**config.mk**
```make
export PLATFORM = sky130hd
export DESIGN_NAME = a2d_seq
export DESIGN_NICKNAME = d
export VERILOG_FILES = /design/src/rtl/a2d_seq.sv
export SDC_FILE = /design/constraint.sdc
export NUM_CORES = 1
export LEC_CHECK = 0
export ABC_AREA = 1
export ABC_CLOCK_PERIOD_IN_PS = 4300
export CAP_MARGIN = 20
export CORE_MARGIN = 1.5
export CORE_UTILIZATION = 58
export CTS_BUF_LIST = sky130_fd_sc_hd__clkbuf_2
export CTS_CLUSTER_DIAMETER = 60
export DETAILED_ROUTE_END_ITERATION = 8
export PLACE_DENSITY = 0.95
export SYNTH_ARGS = -nofsm -noshare
export SYNTH_HDL_FRONTEND = slang
export SYNTH_SLANG_ARGS = --single-unit
```
**constraint.sdc**
```tcl
create_clock -name clk -period 4.3 [get_ports clk]
set_clock_uncertainty 0.1 [all_clocks]
set_input_delay 0.86 -clock clk [delete_from_list [all_inputs] [get_ports clk]]
set_output_delay 0.86 -clock clk [all_outputs]
set_load 0.05 [all_outputs]
```
**src/rtl/a2d_seq.sv**
```systemverilog
// rtl/a2d_seq.sv - round-robin A2D sequencer over four channel slots
// Start pulse per slot, edge-qualified capture with timeout, fixed gap between slots.
module a2d_seq #(
    parameter logic [2:0] CH_LFT   = 3'd0,
    parameter logic [2:0] CH_RGHT  = 3'd4,
    parameter logic [2:0] CH_STEER = 3'd5,
    parameter logic [2:0] CH_BATT  = 3'd6,
    parameter int         GAP      = 10,
    parameter int         TIMEOUT  = 2048
) (
    input  logic        clk,
    input  logic        rst_n,
    input  logic        en,
    input  logic        clr_err,
    input  logic        cnv_cmplt,
    input  logic [11:0] res,
    output logic        strt_cnv,
    output logic [2:0]  chnnl,
    output logic [11:0] lft_ld,
    output logic [11:0] rght_ld,
    output logic [11:0] steer_pot,
    output logic [11:0] batt,
    output logic        vld,
    output logic        err
);

    typedef enum logic [1:0] {S_IDLE, S_START, S_WAIT, S_GAP} state_t;

    localparam logic [15:0] WAIT_LAST = 16'(TIMEOUT - 1);
    localparam logic [7:0]  GAP_LAST  = 8'(GAP - 1);

    state_t      state;
    logic [1:0]  idx;
    logic [15:0] wait_cnt;
    logic [7:0]  gap_cnt;
    logic        cnv_q;
    logic        capture;
    logic        timeout;
    logic        gap_done;

    function automatic logic [2:0] ch_of(input logic [1:0] i);
        case (i)
            2'd0:    ch_of = CH_LFT;
            2'd1:    ch_of = CH_RGHT;
            2'd2:    ch_of = CH_STEER;
            default: ch_of = CH_BATT;
        endcase
    endfunction

    // Only a fresh rise counts; a level left high by the previous slot is ignored.
    assign capture  = (state == S_WAIT) && cnv_cmplt && !cnv_q;
    assign timeout  = (state == S_WAIT) && !capture && (wait_cnt == WAIT_LAST);
    assign gap_done = (state == S_GAP) && (gap_cnt == GAP_LAST);

    always_ff @(posedge clk) begin
        if (!rst_n) begin
            state     <= S_IDLE;
            idx       <= 2'd0;
            wait_cnt  <= 16'd0;
            gap_cnt   <= 8'd0;
            cnv_q     <= 1'b0;
            strt_cnv  <= 1'b0;
            chnnl     <= 3'd0;
            lft_ld    <= 12'd0;
            rght_ld   <= 12'd0;
            steer_pot <= 12'd0;
            batt      <= 12'd0;
            vld       <= 1'b0;
            err       <= 1'b0;
        end else begin
            cnv_q    <= cnv_cmplt;
            strt_cnv <= 1'b0;
            vld      <= 1'b0;

            if (timeout) begin
                err <= 1'b1;
            end else if (clr_err) begin
                err <= 1'b0;
            end

            case (state)
                S_IDLE: begin
                    if (en) begin
                        state    <= S_START;
                        strt_cnv <= 1'b1;
                        chnnl    <= ch_of(idx);
                    end
                end
                S_START: begin
                    state    <= S_WAIT;
                    wait_cnt <= 16'd0;
                end
                S_WAIT: begin
                    if (capture) begin
                        case (idx)
                            2'd0:    lft_ld    <= res;
                            2'd1:    rght_ld   <= res;
                            2'd2:    steer_pot <= res;
                            default: batt      <= res;
                        endcase
                        state   <= S_GAP;
                        gap_cnt <= 8'd0;
                    end else if (timeout) begin
                        state   <= S_GAP;
                        gap_cnt <= 8'd0;
                    end else begin
                        wait_cnt <= wait_cnt + 16'd1;
                    end
                end
                S_GAP: begin
                    if (gap_done) begin
                        vld <= (idx == 2'd3);
                        if (en) begin
                            idx      <= idx + 2'd1;
                            state    <= S_START;
                            strt_cnv <= 1'b1;
                            chnnl    <= ch_of(idx + 2'd1);
                        end else begin
                            idx   <= 2'd0;
                            state <= S_IDLE;
                        end
                    end else begin
                        gap_cnt <= gap_cnt + 8'd1;
                    end
                end
                default: state <= S_IDLE;
            endcase
        end
    end

endmodule

```
Yosys cells after proc, flatten, opt, wreduce, memory -nomap -nowiden
Index checks and enable logic that the tools add are counted. W data, S select, Z words.

Flip-flop bits (word level): 83. Input port bits: 17. Word-level logic and storage cells: 84.

Add/subtract/negate cells: 3. Equal/unequal tests: 17. Multiplexer cells: 25. Bitwise operators: 1. Reduce and logical (&&, ||, !) cells: 25.

Operator list (count): $mux W16 (2); $pmux W16 S2 (1); $mux W8 (3); $reduce_and A3 Y1 (8); $pmux W3 S3 (2); $add A16 B1 Y16 const B (1); $eq A16 B11 Y1 const B (1); $pmux W8 S2 (1); $ne A2 B2 Y1 const B (6); $eq A2 B2 Y1 const B (5); $mux W2 (5); $mux W3 (3); $add A8 B1 Y8 const B (1); $eq A8 B4 Y1 const B (1); $pmux W2 S4 (1); $reduce_bool A2 Y1 (4); $eq A2 B1 Y1 const B (3); $logic_not A2 Y1 (3); $pmux W3 S2 (1); $logic_and A1 B1 Y1 (5); $mux W1 (5); $reduce_and A4 Y1 (1); $ne A3 B3 Y1 const B (1); $reduce_or A3 Y1 (1); other kinds (5) (6).

Logic depth before layout (Yosys ltp)
Gate-level depths: netlist of run 1.

Depth in word-level cells: 9. Gate-level depth with buffers: 11. Depth with buffers taken out: 11.

Least setup slack after synthesis of run 1
No wires, ideal clock.

Path kind: input -> register. Start: in cnv_cmplt. End: reg gap_cnt[0]. Setup time: 0.113 ns. Arrival time: 1.639 ns. Slack: 2.448 ns. Stages: 9. Buffers on the path: 1. Cells stage by stage: nand2_1 nor2_4 nor2_2 nand2_4 buf_12 nand2_8 clkinv_4 nor2_1 nor2_1.

Longest elaborated chain between the ends: 7. Elaborated cells on any way between the ends: 9.

RTL lines: start: declaration (RTL line 15) `input logic cnv_cmplt,`; $logic_and A1 B1 Y1 (*) (2 in a row) (RTL line 51) `assign capture = (state == S_WAIT) && cnv_cmplt && !cnv_q;`; $logic_not A1 Y1 (RTL line 52) `assign timeout = (state == S_WAIT) && !capture && (wait_cnt == WAIT_LAST);`; $logic_and A1 B1 Y1 (2 in a row) (RTL line 52); $ne A3 B3 Y1 (no line); $reduce_and A3 Y1 (no line); end signal: assignment (RTL line 123) `gap_cnt <= gap_cnt + 8'd1;`; end: declaration (RTL line 35) `logic [7:0] gap_cnt;`.

Mark *: on every way between the ends. The rest lies on a longest branch, timed or not. A chain may end at the register's enable or synchronous reset.

Final worst setup path of run 1
Start: reg batt[7]. End: out batt[7].

RTL lines: start: declaration (RTL line 22) `output logic [11:0] batt,`; start signal: assignment (RTL line 99) `default: batt <= res;`.

No word-level cell between the ends.

==> results.md, run 1 <==
- Status: complete, but fails checks
- Violated checks: DRC
- Worst-Margin Slew: 0.703 ns
- Total power: 1.78 mW
- Die Ht: 85.0 um
- Placed cells: 665
- CP bufs+invs: 1
- Fin Setup TNS: 0 ns
- CTS clk-pin slew, worst paths: 0.22 ns
- Vias in the first global route: 3,446
- Vias per cell: 5.66
- Final Instance Count excl. Fillers: 680
- Chip width: 85.0 um
- Synth area leader: dfxtp_1
- WS Path Type: flip-flop to primary output
- Switching Share: 38.3%
- Initial antenna violation count: 0
- Seq cells post-synth: 83
- RSZ-0062 raised after global routing: false
- Core area: 6420 um2
- Slowest Stage Delay on Critical Path: 0.86 ns
- Synthesized Nets: 572
- Root Buffer: clkbuf_2
- Total clock sinks: 83
- Residual DRC count: 4
- Sw Pwr: 0.681 mW
- Total Routing Usage GR: 28.2%
- Tcrit/Tclk final: 64.5%
- Simple-Gate Fraction of Synth Area: 33.2%
- Top_reg_cell synth: dfxtp_1
- First-pass GRT wire length: 16,200 um
- Grt total ovfl: 0
- Gate power share: 29.4%
- Clock power share: 22.7%
- Top-count cell post-synth: nand2_1
- TritonCTS clock tree: done
- Final Hold Fails: 0
- Post-synthesis adder-cell area fraction: 4.17%
- Largest family of logic cells by synthesized area: simple AND/OR/NAND/NOR gates
- EDFF count, synth: 0
- Post-CTS Hold Buffers: 0
- Port bufs: 70
- Internal Power: 1.10 mW
- CP max-delay cell: clkdlybuf4s50_1
- VDD IR-drop max: 0.000224 V
- Max-slew violation count: 0
- Top post-synthesis cells by area: dfxtp_1 (43%), nand2_1 (13%), nand3_1 (10%)
- Post-synthesis cell count: 542
- Max_slew headroom: 53.2%
- N_diodes: 0
- Worst-path fanout max: 2
- Layout area overhead: 19.9%
- Total iterations of the first detailed-routing run: 7
- DIE AREA: 7220 um2
- CP startpoint kind: flip-flop
- HP Class: flip-flop to flip-flop
- # setup viols final: 0
- CTS buffer count: 9
- P_leak: 1.65 nW
- Synth Area in XOR/XNOR: 0.899%
- # H-tree levels: 3
- Clock buffer depth: 2
- Seq pwr share: 47.9%
- # IOs: 71
- Max Fclk: 360 MHz
- WP data arrival: 1.81 ns
- Ys Warns: 0
- Post-synth top cells: nand2_1 (134), dfxtp_1 (83), nand3_1 (80)
- Synthesized area per cell: 7.19 um2
- Max-cap viol count: 0
- Hpwl dp: 7090 um
- Dpl ws: 1.28 ns
- Critical Path RT: 3.34 ns
- Post-synthesis compound-gate area fraction: 11.2%
- Post-CTS setup buffer count: 0
- Final core utilization: 72.8%
- Mux cell area share after synthesis: 0.257%
- Global placer's final weighted congestion: 0.910
- CP endpoint kind: primary output
- Drt wl/cell: 14.6 um
- Detail Route Antenna Nets: 0
- Final Worst Setup Slack: 1.53 ns
- Layout cells sized above 1: 6.14%
- Worst-path cell chain: clkdlybuf4s50_1
- Initial core utilization: 60.7%
- Post-Syn Area: 3900 um2
- Area of the multi-input gates: 1940 um2
- Initial drt markers: 326
- Seq/Total Area, Yosys: 42.6%
- Site Rows: 29
- Synth top area share: 42.6%
- Post-synth cell types: 32
- Filler cells: 481
- PostCTS Resize Cnt: 0
- Nets: 629
- Power Dens Cells: 380 nW/um2
- Via count: 3,852
- Crit path max-delay family: buffers and inverters
- Clock Latency Late Sink: 0.55 ns
- Tmin final: 2.77 ns
- Register Area: 1660 um2
- Share of flip-flops with an asynchronous set or reset: 0%
- Routed WL: 9930 um
- Largest net degree at the start of global routing: 70
## metrics by stage
stage	hold slack, ns	cell area, um2
after floorplan	0.352	3900
after global placement	0.346	4560
after detailed placement	0.355	4560
after CTS	0.377	4670
after global routing	0.391	4670
final	0.375	4670
## cell usage in the layout, fill, tap and decap left out, drive strengths merged, types with 4 or more instances in the layout
cell / instances
dfxtp: 83
inv: 35
nand2: 142
ha: 13
nand4: 5
o21ai: 8
a21oi: 74
nor3: 6
nor2: 59
xor2: 4
nand3: 80
clkinv: 7
clkbuf: 9
clkdlybuf4s50: 70
## final cells by class
cell class / instances / area share, %
multi-input combinational: 395 / 41.5
sequential: 83 / 35.6
timing repair buffer: 72 / 15.3
inverter: 38 / 3.16
tap: 77 / 2.06
clock inverter: 6 / 1.45
clock buffer: 9 / 0.964
## power by group through the flow
stage	Sequential, mW	Clock, mW	Combinational [mW]
after floorplan	0.930	0	0.353
final	0.852	0.404	0.522
after global routing	0.858	0.437	0.570
after detailed placement	0.866	0	0.515
after global placement	0.864	0	0.497
after CTS	0.851	0.406	0.517
## worst register-to-register path, delay by kind of cell, from the launching register on
family | cells | cell delay (ns)
flip-flops | 1 | 0.39
adder cells (fa/ha/maj) | 1 | 0.29
AND/OR/NAND/NOR | 9 | 1.53
buffers and inverters | 1 | 0.12
## flip-flops by register name, summed over array words and instances, names as in the netlist
signal     cells
rght_ld       12
gap_cnt        8
err            1
state          2
strt_cnv       1
vld            1
idx            2
chnnl          3
wait_cnt      16
lft_ld        12
cnv_q          1
batt          12
steer_pot     12
## routing by layer
metal,vias up,share of wire [%],track usage [%]
met5,-,0,0
met4,0,2.3,12.2
met3,22,8.6,7.78
met2,171,48,47.1
met1,1775,41,34.1
li1,1884,-,-
## kinds of logic (layout without fill, tap and decap cells)
logic type	count (synthesis)	count (layout)
AND/OR/NAND/NOR	293	293
AO/OA/AOI/OAI	84	84
flip-flops	83	83
buffers and inverters	64	125
adder cells (fa/ha/maj)	13	13
XOR/XNOR	4	4
multiplexers	1	1
## worst paths after layout
| check | cells after the start | start | endpoint | slack, ns |
|---|---|---|---|---|
| setup / recovery | 1 | batt[7] | batt[7] | 1.53 |
| hold / removal | 2 | rght_ld[1] | rght_ld[1] | 0.38 |
| setup reg to reg | 11 | state[0] | wait_cnt[13] | 1.79 |
| hold reg to reg | 2 | rght_ld[1] | rght_ld[1] | 0.38 |
(Power assumes the default switching activity.)
==> run 2: changes to the inputs <==
--- a/config.mk
+++ b/config.mk
@@ -6,14 +6,14 @@
 export NUM_CORES = 1
 export LEC_CHECK = 0
 export ABC_AREA = 1
-export ABC_CLOCK_PERIOD_IN_PS = 4300
+export ABC_CLOCK_PERIOD_IN_PS = 2900
 export CAP_MARGIN = 20
 export CORE_MARGIN = 1.5
-export CORE_UTILIZATION = 58
+export CORE_UTILIZATION = 54
 export CTS_BUF_LIST = sky130_fd_sc_hd__clkbuf_2
 export CTS_CLUSTER_DIAMETER = 60
 export DETAILED_ROUTE_END_ITERATION = 8
-export PLACE_DENSITY = 0.95
+export PLACE_DENSITY = 0.91
 export SYNTH_ARGS = -nofsm -noshare
 export SYNTH_HDL_FRONTEND = slang
 export SYNTH_SLANG_ARGS = --single-unit
==> constraint.sdc (replaced) <==
create_clock -name clk -period 2.9 [get_ports clk]
set_clock_uncertainty 0.1 [all_clocks]
set_input_delay 0.58 -clock clk [delete_from_list [all_inputs] [get_ports clk]]
set_output_delay 0.58 -clock clk [all_outputs]
set_load 0.05 [all_outputs]
==> results.md, run 2 (same netlist as run 1, synthesis figures left out) <==
- Status: finished, final reports clean (was complete, but fails checks)
- Commonest cells after routing, fill and taps aside: nand2_1 (134), dfxtp_1 (83), nand3_1 (80), a21oi_1 (71), clkdlybuf4s50_1 (70) (unchanged)
- Layout area overhead: 20.6% (was 19.9%)
- R2R Path End: wait_cnt[13] (unchanged)
- Initial drt markers: 383 (was 326)
- Initial antenna violation count: 0 (unchanged)
- CTS buffer count: 9 (unchanged)
- Post-CTS Hold Buffers: 0 (unchanged)
- Power Dens Cells: 554 nW/um2 (was 380 nW/um2)
- Area of the multi-input gates: 1940 um2 (unchanged)
- VDD IR-drop max: 0.000341 V (was 0.000224 V)
- N_diodes: 0 (unchanged)
- Leading cell type in the layout, fill and taps excluded: nand2_1 (unchanged)
- CTS clk-pin slew, worst paths: 0.23 ns (was 0.22 ns)
- Site Rows: 30 (was 29)
- Final Instance Area: 4700 um2 (was 4670 um2)
- CP bufs+invs: 1 (unchanged)
- Final Hold Fails: 0 (unchanged)
- Root Buffer: clkbuf_2 (unchanged)
- RSZ-0062 raised after global routing: false (unchanged)
- Hold Startpoint: err (was rght_ld[1])
- Residual DRC count: 0 (was 4)
- Chip width: 87.9 um (was 85.0 um)
- Post-CTS setup buffer count: 0 (unchanged)
- Global placer's final weighted congestion: 0.858 (was 0.910)
- DIE AREA: 7730 um2 (was 7220 um2)
- WS Path Type: flip-flop to primary output (unchanged)
- TritonCTS clock tree: done (unchanged)
- P_leak: 1.65 nW (about the same)
- Total power: 2.60 mW (was 1.78 mW)
- PostCTS Resize Cnt: 0 (unchanged)
- WP data arrival: 1.81 ns (about the same)
- Initial core utilization: 56.7% (was 60.7%)
- # H-tree levels: 3 (unchanged)
- Drt wl/cell: 14.3 um (was 14.6 um)
- Worst-path fanout max: 2 (unchanged)
- Filler cells: 557 (was 481)
- Final Worst Setup Slack: 0.410 ns (was 1.53 ns)
- Total clock sinks: 83 (unchanged)
- Reg2reg setup slack: 0.70 ns (was 1.79 ns)
- # IOs: 71 (unchanged)
- Clock Latency Late Sink: 0.55 ns (about the same)
- CP endpoint kind: primary output (unchanged)
- Worst-path cell chain: clkdlybuf4s50_1 (unchanged)
- Largest net degree at the start of global routing: 36 (was 70)
- Core area: 6870 um2 (was 6420 um2)
- Vias per cell: 5.42 (was 5.66)
- Dpl ws: 0.473 ns (was 1.28 ns)
- Port bufs: 70 (unchanged)
- Routed WL: 10,000 um (was 9930 um)
- Die Ht: 87.9 um (was 85.0 um)
- Max Fclk: 402 MHz
- Slowest Stage Delay on Critical Path: 0.84 ns (was 0.86 ns)
- Register Area: 1660 um2 (unchanged)
- Via count: 3,805 (was 3,852)
- Tcrit/Tclk final: 85.9%
- Final core utilization: 68.4% (was 72.8%)
- Total iterations of the first detailed-routing run: 6 (was 7)
- First-pass GRT wire length: 16,400 um (was 16,200 um)
- Max_slew headroom: 62.8% (was 53.2%)
- Worst Hold End: err (was rght_ld[1])
- Hold path depth: 2 (unchanged)
- HP Class: flip-flop to flip-flop (unchanged)
- Clock buffer depth: 2 (unchanged)
- Final Instance Count excl. Fillers: 702 (was 680)
- Placed cells: 687 (was 665)
- Tmin final: 2.49 ns
- Hpwl dp: 6990 um (was 7090 um)
- Grt total ovfl: 0 (unchanged)
- RR Startpoint: state[0] (unchanged)
- Nets: 632 (was 629)
- # setup viols final: 0 (unchanged)
- Fin Setup TNS: 0 ns (unchanged)
- Max-cap viol count: 0 (unchanged)
- Total Routing Usage GR: 27.1% (was 28.2%)
- Worst-Margin Slew: 0.558 ns (was 0.703 ns)
- Critical Path RT: 2.22 ns (was 3.34 ns)
- Placed Instance Area: 4610 um2 (was 4560 um2)
- Max FFs per register: 16 (unchanged)
- Largest Register: wait_cnt (unchanged)
- Max-slew violation count: 0 (unchanged)
- CP max-delay cell: clkdlybuf4s50_1 (unchanged)
- CP startpoint kind: flip-flop (unchanged)
- Detail Route Antenna Nets: 0 (unchanged)
- Crit path max-delay family: buffers and inverters (unchanged)
- R2R depth: 11 (unchanged)
- Layout cells sized above 1: 6.77% (was 6.14%)
- Vias in the first global route: 3,524 (was 3,446)
- Hold_ws: 0.377 ns (was 0.375 ns)
run 2: changes by cell type in the layout (fill, tap and decap cells not counted), sizes merged:
| cell | delta |
|---|---|
| buf | +3 |
| clkinv | -3 |
| clkinvlp | +2 |
| inv | +2 |
| bufinv | -1 |
run 2: worst max-delay path by stage:
stage / end / from / cells after the start / slack (ns)
floorplan: gap_cnt[0] / state[0] / 11 / 1.22
global placement: wait_cnt[13] / cnv_cmplt / 10 / 0.50
detailed placement: wait_cnt[13] / cnv_cmplt / 10 / 0.47
CTS: batt[11] / batt[11] / 1 / 0.41
global route: steer_pot[7] / steer_pot[7] / 1 / 0.35
finish: batt[11] / batt[11] / 1 / 0.41
run 2: routing by layer:
metal	track usage [%]	wire, um
met2	45.1	4780
met1	34.3	4310
met5	0	0
met3	7.26	765
met4	8.37	187
run 2: cell type report:
class | instances | area share, %
Clock buffer | 9 | 0.958
Multi-Input combinational cell | 395 | 41.3
Sequential cell | 83 | 35.3
Timing Repair Buffer | 75 | 15.7
Clock inverter | 6 | 1.04
Inverter | 38 | 3.14
Tap cell | 96 | 2.56
run 2: power breakdown:
part           total, mW  internal [mW]  switching (mW)
Sequential          1.26           1.21          0.0556
Combinational      0.785          0.234           0.550
Clock              0.556          0.115           0.441
